`config.mk`:
```
export PLATFORM = sky130hd
export DESIGN_NAME = message_scheduler
export DESIGN_NICKNAME = d
export VERILOG_FILES = /design/src/rtl/message_scheduler.sv
export SDC_FILE = /design/constraint.sdc
export NUM_CORES = 1
export LEC_CHECK = 0
export BUFFER_PORTS_ARGS = -buffer_cell sky130_fd_sc_hd__buf_2
export CORE_ASPECT_RATIO = 1.1
export CORE_MARGIN = 3
export CORE_UTILIZATION = 55
export DETAILED_ROUTE_END_ITERATION = 16
export GPL_TIMING_DRIVEN = 0
export PLACE_DENSITY = 0.81
export SYNTH_ARGS = -nofsm -noshare
export SYNTH_HDL_FRONTEND = slang
export SYNTH_SLANG_ARGS = --single-unit
```
`constraint.sdc`:
```
create_clock -name clk -period 3 [get_ports clk]
set_input_delay 0.3 -clock clk [delete_from_list [all_inputs] [get_ports clk]]
set_output_delay 0.3 -clock clk [all_outputs]
set_load 0.02 [all_outputs]
```
`src/rtl/message_scheduler.sv`:
```
// message_scheduler: chooses which canned LCD message is shown and when.
//
// Steady message (weather / sensor state) is rewritten whenever it differs from
// the last code written. Bluetooth notices are queued in a one-deep pending
// register (newest wins) and, once written, are held on screen for HOLD_CYCLES
// before the display falls back to the steady message.
//
// Optional feature: define MSG_TIMEOUT_EN to add an LCD write watchdog. When
// TIMEOUT_CYCLES cycles pass in WRITE without lcd_done, the FSM gives up,
// raises a sticky lcd_timeout, and the write is retried from IDLE.
//
// Ports:
//   clk, rst       clock, asynchronous active-high reset
//   rain           1 = raining (synchronized level)
//   sensor_en      0 = sensor disabled (level)
//   bt_on_req      Bluetooth connected (pulse)
//   bt_off_req     Bluetooth disconnected (pulse)
//   bt_rst_req     Bluetooth reset (pulse)
//   lcd_done       LCD writer finished all 32 characters (pulse)
//   flag_mensagem  registered message code to the ROM
//   lcd_start      one-cycle start pulse to the LCD writer
//   busy           FSM is not idle
//   lcd_timeout    sticky watchdog error (tied 0 without MSG_TIMEOUT_EN)
module message_scheduler #(
  parameter int unsigned HOLD_CYCLES    = 100000000,
  parameter int unsigned TIMEOUT_CYCLES = 1000000
) (
  input  logic       clk,
  input  logic       rst,
  input  logic       rain,
  input  logic       sensor_en,
  input  logic       bt_on_req,
  input  logic       bt_off_req,
  input  logic       bt_rst_req,
  input  logic       lcd_done,
  output logic [2:0] flag_mensagem,
  output logic       lcd_start,
  output logic       busy,
  output logic       lcd_timeout
);

  localparam int unsigned MaxCycles =
      (HOLD_CYCLES > TIMEOUT_CYCLES) ? HOLD_CYCLES : TIMEOUT_CYCLES;
  localparam int unsigned CntW = $clog2(MaxCycles + 1);
  localparam logic [CntW-1:0] HoldLast = CntW'(HOLD_CYCLES - 1);
`ifdef MSG_TIMEOUT_EN
  localparam logic [CntW-1:0] TimeoutLast = CntW'(TIMEOUT_CYCLES - 1);
`endif

  localparam logic [2:0] CodeClear     = 3'b000;
  localparam logic [2:0] CodeRain      = 3'b001;
  localparam logic [2:0] CodeDry       = 3'b010;
  localparam logic [2:0] CodeBtOn      = 3'b011;
  localparam logic [2:0] CodeBtOff     = 3'b100;
  localparam logic [2:0] CodeSensorOff = 3'b101;
  localparam logic [2:0] CodeBtRst     = 3'b110;

  typedef enum logic [1:0] {StIdle, StStart, StWrite, StHold} state_e;

  state_e          state_q, state_d;
  logic [2:0]      flag_q, flag_d;
  logic [2:0]      shown_q, shown_d;
  logic            transient_q, transient_d;
  logic            pend_valid_q, pend_valid_d;
  logic [2:0]      pend_code_q, pend_code_d;
  logic [CntW-1:0] cnt_q, cnt_d;
`ifdef MSG_TIMEOUT_EN
  logic            timeout_q, timeout_d;
`endif

  logic       req_any;
  logic [2:0] req_code;
  logic [2:0] steady;

  always_comb begin
    if (!sensor_en) begin
      steady = CodeSensorOff;
    end else if (rain) begin
      steady = CodeRain;
    end else begin
      steady = CodeDry;
    end
  end

  // Same-cycle request priority: reset > off > on.
  always_comb begin
    req_any = bt_rst_req | bt_off_req | bt_on_req;
    if (bt_rst_req) begin
      req_code = CodeBtRst;
    end else if (bt_off_req) begin
      req_code = CodeBtOff;
    end else begin
      req_code = CodeBtOn;
    end
  end

  always_comb begin
    state_d     = state_q;
    flag_d      = flag_q;
    shown_d     = shown_q;
    transient_d = transient_q;
`ifdef MSG_TIMEOUT_EN
    timeout_d   = timeout_q;
`endif

    unique case (state_q)
      StIdle: begin
        if (pend_valid_q) begin
          flag_d      = pend_code_q;
          transient_d = 1'b1;
          state_d     = StStart;
        end else if (steady != shown_q) begin
          flag_d      = steady;
          transient_d = 1'b0;
          state_d     = StStart;
        end
      end
      StStart: begin
        state_d = StWrite;
      end
      StWrite: begin
        if (lcd_done) begin
          shown_d = flag_q;
          state_d = transient_q ? StHold : StIdle;
`ifdef MSG_TIMEOUT_EN
        end else if (cnt_q == TimeoutLast) begin
          // shown is left untouched so IDLE retries the same write.
          timeout_d = 1'b1;
          state_d   = StIdle;
`endif
        end
      end
      StHold: begin
        if (cnt_q == HoldLast) begin
          state_d = StIdle;
        end
      end
      default: begin
        state_d = StIdle;
      end
    endcase

    // A request arriving in the consuming cycle survives the clear.
    pend_valid_d = pend_valid_q;
    pend_code_d  = pend_code_q;
    if (req_any) begin
      pend_valid_d = 1'b1;
      pend_code_d  = req_code;
    end else if (state_q == StIdle && pend_valid_q) begin
      pend_valid_d = 1'b0;
    end

    // Counter restarts on every state change and saturates instead of wrapping.
    if (state_d != state_q) begin
      cnt_d = '0;
    end else if (cnt_q != '1) begin
      cnt_d = cnt_q + 1'b1;
    end else begin
      cnt_d = cnt_q;
    end
  end

  always_ff @(posedge clk or posedge rst) begin
    if (rst) begin
      state_q      <= StIdle;
      flag_q       <= CodeClear;
      shown_q      <= CodeClear;
      transient_q  <= 1'b0;
      pend_valid_q <= 1'b0;
      pend_code_q  <= CodeClear;
      cnt_q        <= '0;
    end else begin
      state_q      <= state_d;
      flag_q       <= flag_d;
      shown_q      <= shown_d;
      transient_q  <= transient_d;
      pend_valid_q <= pend_valid_d;
      pend_code_q  <= pend_code_d;
      cnt_q        <= cnt_d;
    end
  end

`ifdef MSG_TIMEOUT_EN
  always_ff @(posedge clk or posedge rst) begin
    if (rst) begin
      timeout_q <= 1'b0;
    end else begin
      timeout_q <= timeout_d;
    end
  end

  assign lcd_timeout = timeout_q;
`else
  assign lcd_timeout = 1'b0;
`endif

  assign flag_mensagem = flag_q;
  assign lcd_start     = (state_q == StStart);
  assign busy          = (state_q != StIdle);

endmodule

```
* Word-level counts from Yosys, hierarchy flattened *
Index checks and enable logic that the tools add are counted.
W data, S select, Z words.

storage, ports and cells
  logic and storage cells = 43
  flip-flop bits (word level) = 40
  bits of input ports = 8

cells by class
  $add $sub $neg = 1
  reductions and logical operators = 8
  eq/ne operators = 7
  muxes and demuxes = 18
  bitwise logic cells = 2

operator list
  operator                 number
  $mux W27                 2
  $add A27 B1 Y27 const B  1
  $eq A27 B27 Y1 const B   1
  $ne A27 B27 Y1 const B   1
  $mux W3                  5
  $mux W2                  6
  $pmux W2 S4              1
  $reduce_bool A2 Y1       4
  $eq A2 B2 Y1 const B     2
  $mux W1                  4
  $reduce_and A2 Y1        2
  $ne A3 B3 Y1             1
  $eq A2 B1 Y1 const B     1
  $logic_not A2 Y1         1
  $ne A2 B2 Y1             1
  $or A1 B1 Y1             2
  $logic_and A1 B1 Y1      1

* Depth between registers and ports, before layout *
Gate-level depths: netlist (run 1).

  depth after elaboration = 8
  gate-level depth with buffers = 7
  gate-level depth less buffers = 6

* Least setup slack after synthesis (run 1) *
Ideal clock, no wire load.

  path type = reg2reg
  start = reg cnt_q[8]
  end = reg cnt_q[19]
  path buffers = 1
  slack = 0.890 ns
  setup time = 0.130 ns
  arrival time = 1.980 ns
  period minus slack after synthesis = 2.110 ns
  data required time = 2.870 ns
  cell stages (with the launch flop) = 7
  cells stage by stage = dfrtp_1 > or4_1 > nor4_2 > a31oi_1 > a211oi_4 > buf_6 > a21oi_1

on the way
  longest elaborated chain between the ends = 5
  elaborated cells on any way between the ends = 9
  those cells by class = add/sub (1); eq/ne (3); mux (4); reduce/logical (1)

RTL lines
  item                                                                     RTL line  text
  from (decl)                                                              66        logic [CntW-1:0] cnt_q, cnt_d;
  from (signal assigned)                                                   179       cnt_q <= cnt_d;
  parallel branches: the longest is 5 deep, another holds $add A27 B1 Y27  -

Several ways; the timed one is not identified. The select of a mux whose other input is x is not followed.
A chain may end at the register's enable or synchronous reset.

* Final worst setup path (run 1) *
  start = reg cnt_q[8]
  end = reg cnt_q[11]

Same word-level chain as after synthesis.

==> out/qor.yml, run 1 <==
cts_hold_buffers: 0
final_layout_size_suffix_gt1_share_pct: 14.58
hold_path_class: "in -> async"
hold_ws_ps: 149.6
cp-end-kind: "register"
yosys_reg_bits: 40
timing.max_slew.rel_slack_pct: 45.26
synth.cell_area_um2: 2125
grt_max_degree: 41
gp_weighted_congestion: 0.8352
crit_path_cell_trace: "or4_1 -> nor4_2 -> a31oi_1 -> a211oi_4 -> buf_6 -> nor2_1"
number_of_flops_mapped_to_enable_cells_by_yosys: 0
reg2reg_from: "cnt_q[8]$_DFFE_PP0P_"
total_number_of_h_tree_levels: 2
final-setup-viol-count: 0
timing.max_cap.violations: 0
f_max_mhz: 404.2
drt-total-wl_um: 4419
final-hold-violation-count: 0
grt_remaining_overflow: 0
hpwlAfterDp_um: 3015
rows: 23
io_port_bufs: 12
first_global_vias: 1604
route.detailed.vias_per_inst: 5.938
slew_violations: 0
fp.dieArea_um2: 4646
rrSetupSlack_ps: 530
crit_path_top_delay_cell: "or4_1"
worst_setup_hold_path_clk_slew_ps: 80
synthArstFlopShare_pct: 100.0
period_needed_ps: 2474
first_pass_grt_wire_length_um: 7555
cts_num_sinks: 40
mean_instance_size_in_the_synthesized_netlist_um2: 9.657
drt-wirelength-per-cell_um: 15.24
design.portCount: 14
layout.nets: 248
postCtsSetupBuffers: 0
reg2reg_to: "cnt_q[11]$_DFFE_PP0P_"
arrival_ps: 2660
worstRegToRegCells: 6
floorplan.initialDensity_pct: 57.68
area_growth_syn_to_layout_pct: 10.37
antenna_found_initial: 0
synth_warnings: 0
groute.usage.overall_pct: 21.17
power.static_leakage_uw: 0.0009970
core_region_area_um2: 3684
setup.worst_path.start_class: "register"
worst-endpoint-required_ps: 3190
via_count: 1722
detailedRoute.firstIterationViolations: 137
setup_total_negative_slack_ps: 0
buffers_from_clock_root_to_sink_at_most: 2
netlist_instances: 220
floorplan.die.width_um: 65.26
delay_of_the_slowest_cell_on_the_worst_path_ps: 570
worst_skew_pair.late_latency_ps: 300
detail-route-antenna-nets: 0
ctsResizeCount: 0
cell_pwr_density_nw_per_um2: 628.7
cts.root.buffer_cell: "clkbuf_8"
worst_pin_slew_ps: 819.9
syn_nets: 229
synth_flop_cell: "dfrtp_1"
grt_setup_unrepaired: "false"
clock_tree_from_tritoncts: "yes"
min_period_over_period_pct: 82.47
outcome: "complete, no violations"
die_h_um: 71.19
fin_worst_skew_ps: 9.433
synth_cell_type_count: 51
drc: 0
worst_ir_drop_vdd_mv: 0.4777
cts_buffers: 5
synth.yosys.seq_area_share_pct: 47.11
antenna-diode-count: 0
dr.pass1.iters: 4
type_of_the_worst_setup_path: "reg -> reg"
crit_path_max_fanout: 10
-- placed cells by master (no fill, tap or decap), drive strengths merged, types with 2 or more instances in the layout --
cell / Yosys / layout
and4: 7 / 7
o31ai: 3 / 3
o21ai: 11 / 11
and3: 6 / 6
mux2: 4 / 4
or3: 4 / 4
nor2: 31 / 31
buf: 4 / 16
nor4: 3 / 3
clkinvlp: 0 / 2
a211oi: 2 / 2
a31oi: 2 / 2
and2: 3 / 3
a21oi: 11 / 11
nor3: 3 / 3
mux2i: 2 / 2
a41oi: 2 / 2
xnor2: 6 / 6
nand4: 9 / 9
nand2: 11 / 11
xor2: 10 / 10
clkbuf: 4 / 10
nand3: 10 / 10
inv: 9 / 9
or4: 4 / 4
dfrtp: 40 / 40
-- critical path: cells and delay by family, from the launching register on --
family	cells	cell delay (ps)
compound gates	2	720
flops	1	450
buf+inv	1	220
simple gates	3	970
-- cells by family after synthesis --
logic type / share of synthesized area, %
AND/OR/NAND/NOR: 24.38
AO/OA/AOI/OAI: 14.19
flip-flops: 47.11
buffers and inverters: 3.886
XOR/XNOR: 6.596
multiplexers: 3.062
adder cells (fa/ha/maj): 0.5888
other: 0.1765
-- cell type report --
type	count	area (um2)
fillers	341	1339
multi-input cells	163	1041
clock inverters	2	15.01
inverters	9	33.78
well taps	50	62.56
flip-flops and latches	40	1001
repair buffers	12	60.06
plain buffers	8	48.80
clock buffers	6	82.58
-- stage by stage --
stage               cell area (um2)  utilization (%)  power, uW  setup slack [ps]  cells
CTS                            2345            63.65       1481             518.6    290
global placement               2247            61.01       1087             530.7    282
detailed placement             2247            61.01       1096             534.7    282
finish                         2345            63.65       1474             526.0    290
floorplan                      2125                -      985.4             890.2    220
global route                   2345            63.65       1554             422.5    290
-- synth_stat cells, drive strengths merged, types with 3 or more instances --
cell type | n | area [um2]
mux2 | 4 | 45.04
dfrtp | 40 | 1001
xnor2 | 6 | 52.55
nand3 | 10 | 50.05
and2 | 3 | 18.77
a21oi | 11 | 55.05
nor2 | 31 | 116.4
o31ai | 3 | 22.52
xor2 | 10 | 87.58
or4 | 4 | 30.03
o21ai | 11 | 55.05
buf | 4 | 33.78
inv | 9 | 33.78
and4 | 7 | 62.56
nand2 | 11 | 41.29
or3 | 4 | 26.28
clkbuf | 4 | 15.01
nor3 | 3 | 15.01
nor4 | 3 | 25.02
nand4 | 9 | 56.30
and3 | 6 | 37.54
-- layer usage --
| metal | up-vias | global-route usage [%] | wire length [um] |
|---|---|---|---|
| met1 | 842 | 30.58 | 2058 |
| li1 | 836 | - | - |
| met3 | 10 | 4.762 | 159 |
| met2 | 34 | 30.15 | 2095 |
| met5 | - | 0 | 0 |
| met4 | 0 | 10.14 | 106 |
-- state kept, by name, summed over array words and instances (netlist names) --
signal         cells
state_q            2
transient_q        1
cnt_q             27
pend_valid_q       1
shown_q            3
flag_mensagem      3
pend_code_q        3
-- worst max path at each step --
stage                         startpoint                     to  cells after the start
detailed placement  cnt_q[8]$_DFFE_PP0P_  cnt_q[11]$_DFFE_PP0P_                      6
CTS                 cnt_q[8]$_DFFE_PP0P_  cnt_q[11]$_DFFE_PP0P_                      6
floorplan           cnt_q[8]$_DFFE_PP0P_  cnt_q[19]$_DFFE_PP0P_                      6
global placement    cnt_q[8]$_DFFE_PP0P_   cnt_q[1]$_DFFE_PP0P_                      6
finish              cnt_q[8]$_DFFE_PP0P_  cnt_q[11]$_DFFE_PP0P_                      6
global route        cnt_q[8]$_DFFE_PP0P_  cnt_q[19]$_DFFE_PP0P_                      6
-- where the power goes --
group          leakage [uW]  internal [uW]  switching [uW]
combinational      0.000433            171             248
clock             0.0000434            186             202
sequential         0.000521            607            59.8
total              0.000997            964             510
No activity file was read; power rests on OpenSTA's default activity.
==> inputs of run 2 (changes only) <==
--- a/config.mk
+++ b/config.mk
@@ -8,10 +8,10 @@
 export BUFFER_PORTS_ARGS = -buffer_cell sky130_fd_sc_hd__buf_2
 export CORE_ASPECT_RATIO = 1.1
 export CORE_MARGIN = 3
-export CORE_UTILIZATION = 55
+export CORE_UTILIZATION = 54
 export DETAILED_ROUTE_END_ITERATION = 16
 export GPL_TIMING_DRIVEN = 0
-export PLACE_DENSITY = 0.81
+export PLACE_DENSITY = 0.83
 export SYNTH_ARGS = -nofsm -noshare
 export SYNTH_HDL_FRONTEND = slang
 export SYNTH_SLANG_ARGS = --single-unit
==> constraint.sdc (replaced) <==
create_clock -name clk -period 2.1 [get_ports clk]
set_input_delay 0.21 -clock clk [delete_from_list [all_inputs] [get_ports clk]]
set_output_delay 0.21 -clock clk [all_outputs]
set_load 0.02 [all_outputs]
==> run 2 against run 1 <==
Effect of this change:
- the flow now finishes with violations (setup timing)
- die area rose by 1.7%
- via count rose by 3.3%
- critical path depth rose by 1
- utilization rose by 4.6 points
- first-iteration DRC count fell by 50%
- register-to-register slack got worse by 550 ps
- cell area rose by 8.0%
- clock-buffer cell count did not move
- worst setup slack got worse by 550 ps
- maximum frequency rose by 16%
- sequential power rose by 43%
- sequential share of layout area fell by 3.1 points
- largest cell class unchanged
==> out/qor.yml, run 2 (same netlist as run 1, synthesis figures left out) <==
hpwlAfterDp_um: 3019
placedCellCount: 282
final_layout_size_suffix_gt1_share_pct: 24.21
power.static_leakage_uw: 0.001068
detail-route-antenna-nets: 0
cts_hold_buffers: 0
period_needed_ps: 2126
groute.usage.overall_pct: 20.92
core_region_area_um2: 3712
design.portCount: 14
setup.worst_path.start_class: "register"
outcome: "complete, but fails checks"
final_cells: 302
crit_path_max_fanout: 10
worst_ir_drop_vdd_mv: 0.5321
antenna-diode-count: 0
failed_checks: "setup timing"
layout.nets: 260
grt_remaining_overflow: 0
min_period_over_period_pct: 101.2
fill_cells: 299
worstRegToRegCells: 7
rows: 23
setup_ws_ps: -25.75
type_of_the_worst_setup_path: "reg -> reg"
pre_cts_slack_ps: -336.2
timing.max_cap.violations: 0
cp-end-kind: "register"
cts_buffers: 5
worst_skew_pair.late_latency_ps: 300
cts_num_sinks: 40
floorplan.initialDensity_pct: 57.23
drc: 0
final-hold-violation-count: 0
grt_max_degree: 41
drt-total-wl_um: 4567
grt_setup_unrepaired: "true"
worst_pin_slew_ps: 812.6
gp_weighted_congestion: 0.8652
die_h_um: 71.79
detailedRoute.firstIterationViolations: 69
hold_ws_ps: 62.58
area_growth_syn_to_layout_pct: 19.20
ff_latch_area_um2: 1003
floorplan.die.width_um: 65.81
cell_pwr_density_nw_per_um2: 904.2
setup_total_negative_slack_ps: -360.2
finish.instance_area_um2: 2532
first_pass_grt_wire_length_um: 7562
slew_violations: 0
largest_register_ffs: 27
final_common_cell: "dfrtp_1"
total_number_of_h_tree_levels: 2
cts.root.buffer_cell: "clkbuf_8"
final-setup-viol-count: 21
fin_worst_skew_ps: 5.824
worst_setup_hold_path_clk_slew_ps: 80
io_port_bufs: 12
arrival_ps: 2310
dr.pass1.iters: 4
rrSetupSlack_ps: -30
drt-wirelength-per-cell_um: 15.12
clock_tree_from_tritoncts: "yes"
via_count: 1779
route.detailed.vias_per_inst: 5.891
fp.dieArea_um2: 4724
f_max_mhz: 470.4
buffers_from_clock_root_to_sink_at_most: 2
worst-endpoint-required_ps: 2290
top_register: "cnt_q"
multi_input_area_um2: 1106
first_global_vias: 1691
hold_path_class: "in -> async"
antenna_found_initial: 0
timing.max_slew.rel_slack_pct: 45.75
reg2reg_from: "cnt_q[25]$_DFFE_PP0P_"
layout_common_cells: "38 x dfrtp_1, 28 x nor2_1, 12 x buf_2"
critical_path_startpoint: "cnt_q[25]$_DFFE_PP0P_"
reg2reg_to: "cnt_q[9]$_DFFE_PP0P_"
dpl-instance-area_um2: 2247
run 2: metal layers:
| layer | up-vias | global-route usage [%] | part of all wire (%) |
|---|---|---|---|
| li1 | 860 | - | - |
| met1 | 882 | 26.10 | 43 |
| met2 | 28 | 34.63 | 51 |
| met3 | 9 | 4.859 | 3.2 |
| met4 | 0 | 8.756 | 2.0 |
| met5 | - | 0 | 0 |
run 2: critical path, cell delays in order, from the launching register on:
cell and delay [ps]:
dfrtp_1 410, or4_4 560, nor4_4 340, a31oi_4 140, a211oi_4 210, buf_12 170
buf_12 130, nor2_1 50
run 2: worst max-delay path by stage:
stage,slack [ps],cells after the start,end
2_1_floorplan,50,6,cnt_q[19]$_DFFE_PP0P_
3_3_place_gp,-310,6,cnt_q[1]$_DFFE_PP0P_
3_5_place_dp,-340,6,cnt_q[19]$_DFFE_PP0P_
4_1_cts,-110,7,cnt_q[19]$_DFFE_PP0P_
5_1_grt,-90,7,cnt_q[25]$_DFFE_PP0P_
6_report,-30,7,cnt_q[9]$_DFFE_PP0P_
run 2: where the power goes:
group	switching, uW	leakage (uW)	internal [uW]	total [uW]
combinational	416	0.000507	374	791
clock	278	0.0000434	266	544
sequential	87.4	0.000517	868	955
run 2: per-stage QoR:
step / power, uW / util, %
after floorplan: 1406 / -
after global placement: 1553 / 60.53
after detailed placement: 1574 / 60.53
after CTS: 2217 / 65.55
after global routing: 2412 / 68.22
final: 2290 / 68.22
run 2: layout make-up:
| class | instances | area share (%) |
|---|---|---|
| buffer | 8 | 2.470 |
| inverter | 9 | 1.334 |
| sequential | 40 | 39.62 |
| clock inverter | 2 | 0.5929 |
| clock buffer | 6 | 3.261 |
| timing repair buffer | 24 | 6.571 |
| tap | 50 | 2.470 |
| multi-input combinational | 163 | 43.68 |
run 2: repair_timing:
action / CTS / global route
setup buffers: 6 / 6
gates resized for setup: 8 / 15
gates cloned: 0 / 0
pin swaps: 3 / 5
setup endpoints to repair: 28 / 28
==> inputs of run 3 (changes only) <==
--- a/config.mk
+++ b/config.mk
@@ -5,13 +5,15 @@
 export SDC_FILE = /design/constraint.sdc
 export NUM_CORES = 1
 export LEC_CHECK = 0
+export ABC_AREA = 1
 export BUFFER_PORTS_ARGS = -buffer_cell sky130_fd_sc_hd__buf_2
 export CORE_ASPECT_RATIO = 1.1
 export CORE_MARGIN = 3
-export CORE_UTILIZATION = 54
+export CORE_UTILIZATION = 55
+export CTS_CLUSTER_SIZE = 40
 export DETAILED_ROUTE_END_ITERATION = 16
 export GPL_TIMING_DRIVEN = 0
-export PLACE_DENSITY = 0.83
+export PLACE_DENSITY = 0.84
 export SYNTH_ARGS = -nofsm -noshare
 export SYNTH_HDL_FRONTEND = slang
 export SYNTH_SLANG_ARGS = --single-unit
==> run 3 against run 2 <==
Effect of this change:
- the run now ends clean
- utilization fell by 3.8 points
- wire length grew 28%
- critical path depth increased by 2
- register-to-register slack better by 170 ps
- sequential power decreased by 19%
- synthesized cell count is 73% higher
- clock power is 4.8% lower
- non-clock buffer count down 15
- cell count increased by 51%
- worst setup slack better by 170 ps
- highest routed layer unchanged
==> out/qor.yml, run 3 <==
worst_skew_pair.late_latency_ps: 300
cts_buffers: 5
grt_remaining_overflow: 0
timing.max_slew.rel_slack_pct: 44.73
hold_ws_ps: 68.32
synth_flop_cell: "dfrtp_1"
crit_path_max_fanout: 10
worst_pin_slew_ps: 827.9
die_h_um: 78.98
slew_violations: 0
hold_path_class: "in -> async"
arrival_ps: 2150
critical_path_startpoint: "cnt_q[0]$_DFFE_PP0P_"
worst_ir_drop_vdd_mv: 0.3855
reg2reg_to: "cnt_q[18]$_DFFE_PP0P_"
fill_cells: 403
yosys_reg_bits: 40
dr.pass1.iters: 5
gr-max-usage-layer: "met2"
min_period_over_period_pct: 93.02
worst-endpoint-required_ps: 2300
top_register: "cnt_q"
worstRegToRegCells: 9
antenna-diode-count: 0
global_route.usage.met3_pct: 4.684
rrSetupSlack_ps: 150
synthTopCellsByCount: "110 x nand2_1, 72 x nor2_1, 44 x inv_1"
antenna_found_initial: 0
total_number_of_h_tree_levels: 2
mean_instance_size_in_the_synthesized_netlist_um2: 6.988
fin_worst_skew_ps: 7.746
floorplan.die.width_um: 72.34
area_growth_syn_to_layout_pct: 8.224
floorplan.initialDensity_pct: 59.52
clock_tree_from_tritoncts: "yes"
layout.nets: 409
drt-wirelength-per-cell_um: 12.80
drt-total-wl_um: 5823
synth.cell_area_um2: 2663
detailedRoute.firstIterationViolations: 140
grt_use_met2_pct: 38.34
timing.max_cap.violations: 0
outcome: "complete, no violations"
first_global_vias: 2305
groute.usage.overall_pct: 23.19
pwr-share-clk_pct: 39.0
power.internal_uw: 1019
f_max_mhz: 511.9
setup.worst_path.start_class: "register"
detail-route-antenna-nets: 0
drc: 0
period_needed_ps: 1953
synth_cell_type_count: 36
reg2reg_from: "cnt_q[0]$_DFFE_PP0P_"
synthDominantCellAreaShare_pct: 37.59
syn_nets: 390
netlist_instances: 381
layout_common_cells: "110 x nand2_1, 72 x nor2_1, 43 x inv_1"
number_of_flops_mapped_to_enable_cells_by_yosys: 0
cts.root.buffer_cell: "clkbuf_8"
cts_hold_buffers: 0
final-hold-violation-count: 0
comb_power_share_pct: 2.7
fp.dieArea_um2: 5713
gp_weighted_congestion: 0.9458
synthMostInstantiatedCell: "nand2_1"
cell_pwr_density_nw_per_um2: 460.7
setup_total_negative_slack_ps: 0
power.static_leakage_uw: 0.001422
route.detailed.vias_per_inst: 5.369
power.switching_uw: 308.3
worst_setup_hold_path_clk_slew_ps: 80
io_port_bufs: 12
buffers_from_clock_root_to_sink_at_most: 2
synth.yosys.seq_area_share_pct: 37.59
core_region_area_um2: 4473
cts_num_sinks: 40
final_common_cell: "nand2_1"
critPathCapture: "cnt_q[18]$_DFFE_PP0P_"
first_pass_grt_wire_length_um: 10390
postCtsSetupBuffers: 0
type_of_the_worst_setup_path: "reg -> reg"
grt_setup_unrepaired: "false"
cp-end-kind: "register"
synth_warnings: 0
ctsResizeCount: 0
swShare_pct: 23.23
rows: 25
final-setup-viol-count: 0
hpwlAfterDp_um: 4498
synthArstFlopShare_pct: 100.0
post_synth_main_area_contributors: "dfrtp_1 38%, nand2_1 16%, nor2_1 10%"
grt_max_degree: 41
via_count: 2443
final_layout_size_suffix_gt1_share_pct: 15.71
largest_register_ffs: 27
design.portCount: 14
yosysTopAreaCell: "dfrtp_1"
sequentialPowerShare_pct: 58.3
global_route.usage.met1_pct: 30.19
-- run 3: changes by cell type after synthesis, moves of 5 or more --
cell	before	now
a21oi_1	11	6
and3_1	6	0
and4_1	6	0
inv_1	9	44
nand2_1	11	110
nand2_2	0	13
nand3_1	10	26
nand4_1	9	14
nor2_1	31	72
xnor2_1	6	1
-- run 3: worst min path at each step --
stage	cells after the start	slack, ps	to	start
2_1_floorplan	1	310	pend_code_q[1]$_DFFE_PP0P_	bt_off_req
3_3_place_gp	2	410	pend_code_q[1]$_DFFE_PP0P_	bt_off_req
3_5_place_dp	2	420	pend_code_q[1]$_DFFE_PP0P_	bt_off_req
4_1_cts	2	100	flag_mensagem[1]$_DFFE_PP0P_	rst
5_1_grt	2	100	pend_code_q[1]$_DFFE_PP0P_	bt_off_req
6_report	2	70	flag_mensagem[0]$_DFFE_PP0P_	rst
-- run 3: cell type report --
| type | instances | area, um2 | share of cell area [%] |
|---|---|---|---|
| timing repair buffer | 12 | 60.06 | 2.084 |
| buffer | 5 | 61.31 | 2.128 |
| multi-input combinational | 289 | 1424 | 49.41 |
| tap | 54 | 67.56 | 2.345 |
| sequential | 40 | 1001 | 34.74 |
| inverter | 47 | 178.9 | 6.209 |
| clock inverter | 2 | 16.27 | 0.5645 |
| clock buffer | 6 | 72.57 | 2.518 |
-- run 3: power by group through the flow --
stage | clock (uW) | sequential, uW | combinational (uW)
2_1_floorplan | 0 | 789 | 22.6
3_3_place_gp | 0 | 789 | 35.9
3_5_place_dp | 0 | 789 | 37.2
4_1_cts | 532 | 774 | 37.3
5_1_grt | 565 | 774 | 41.3
6_report | 518 | 774 | 35.9
-- run 3: cells by family (layout without fill, tap and decap cells) --
| group | count (synthesis) | after routing | synth area share, % |
|---|---|---|---|
| simple gates | 255 | 255 | 44.31 |
| buf+inv | 52 | 72 | 9.023 |
| flops | 40 | 40 | 37.59 |
| compound gates | 23 | 23 | 5.405 |
| xor+xnor | 8 | 8 | 2.632 |
| fa+ha+maj | 1 | 1 | 0.4698 |
| other cells | 1 | 1 | 0.1408 |
| mux | 1 | 1 | 0.4229 |
-- run 3: per-stage QoR --
step                setup WS [ps]  utilization, %  std cells  instance area, um2  power, uW
floorplan                   421.8               -        381                2663      811.4
global placement            131.0           62.38        447                2790      825.2
detailed placement          118.5           62.38        447                2790      826.4
CTS                         94.29           64.36        455                2879       1343
global route                20.43           64.42        455                2882       1380
finish                      146.6           64.42        455                2882       1328
-- run 3: worst max-delay path: stages (launching register included) --
cell     delay, ps
dfrtp_1        410
ha_2           300
nand3_2        140
nor2_2         220
nand2_1         90
nor2_1         180
o21ai_2        170
nand4_4        140
buf_12         150
nand2_2         50
-- run 3: metal layers --
| layer | wire length [um] | vias to the layer above | part of all wire [%] |
|---|---|---|---|
| met4 | 111 | 0 | 1.9 |
| li1 | - | 1232 | - |
| met1 | 2521 | 1121 | 43 |
| met3 | 368 | 13 | 6.3 |
| met2 | 2822 | 77 | 48 |
| met5 | 0 | - | 0 |
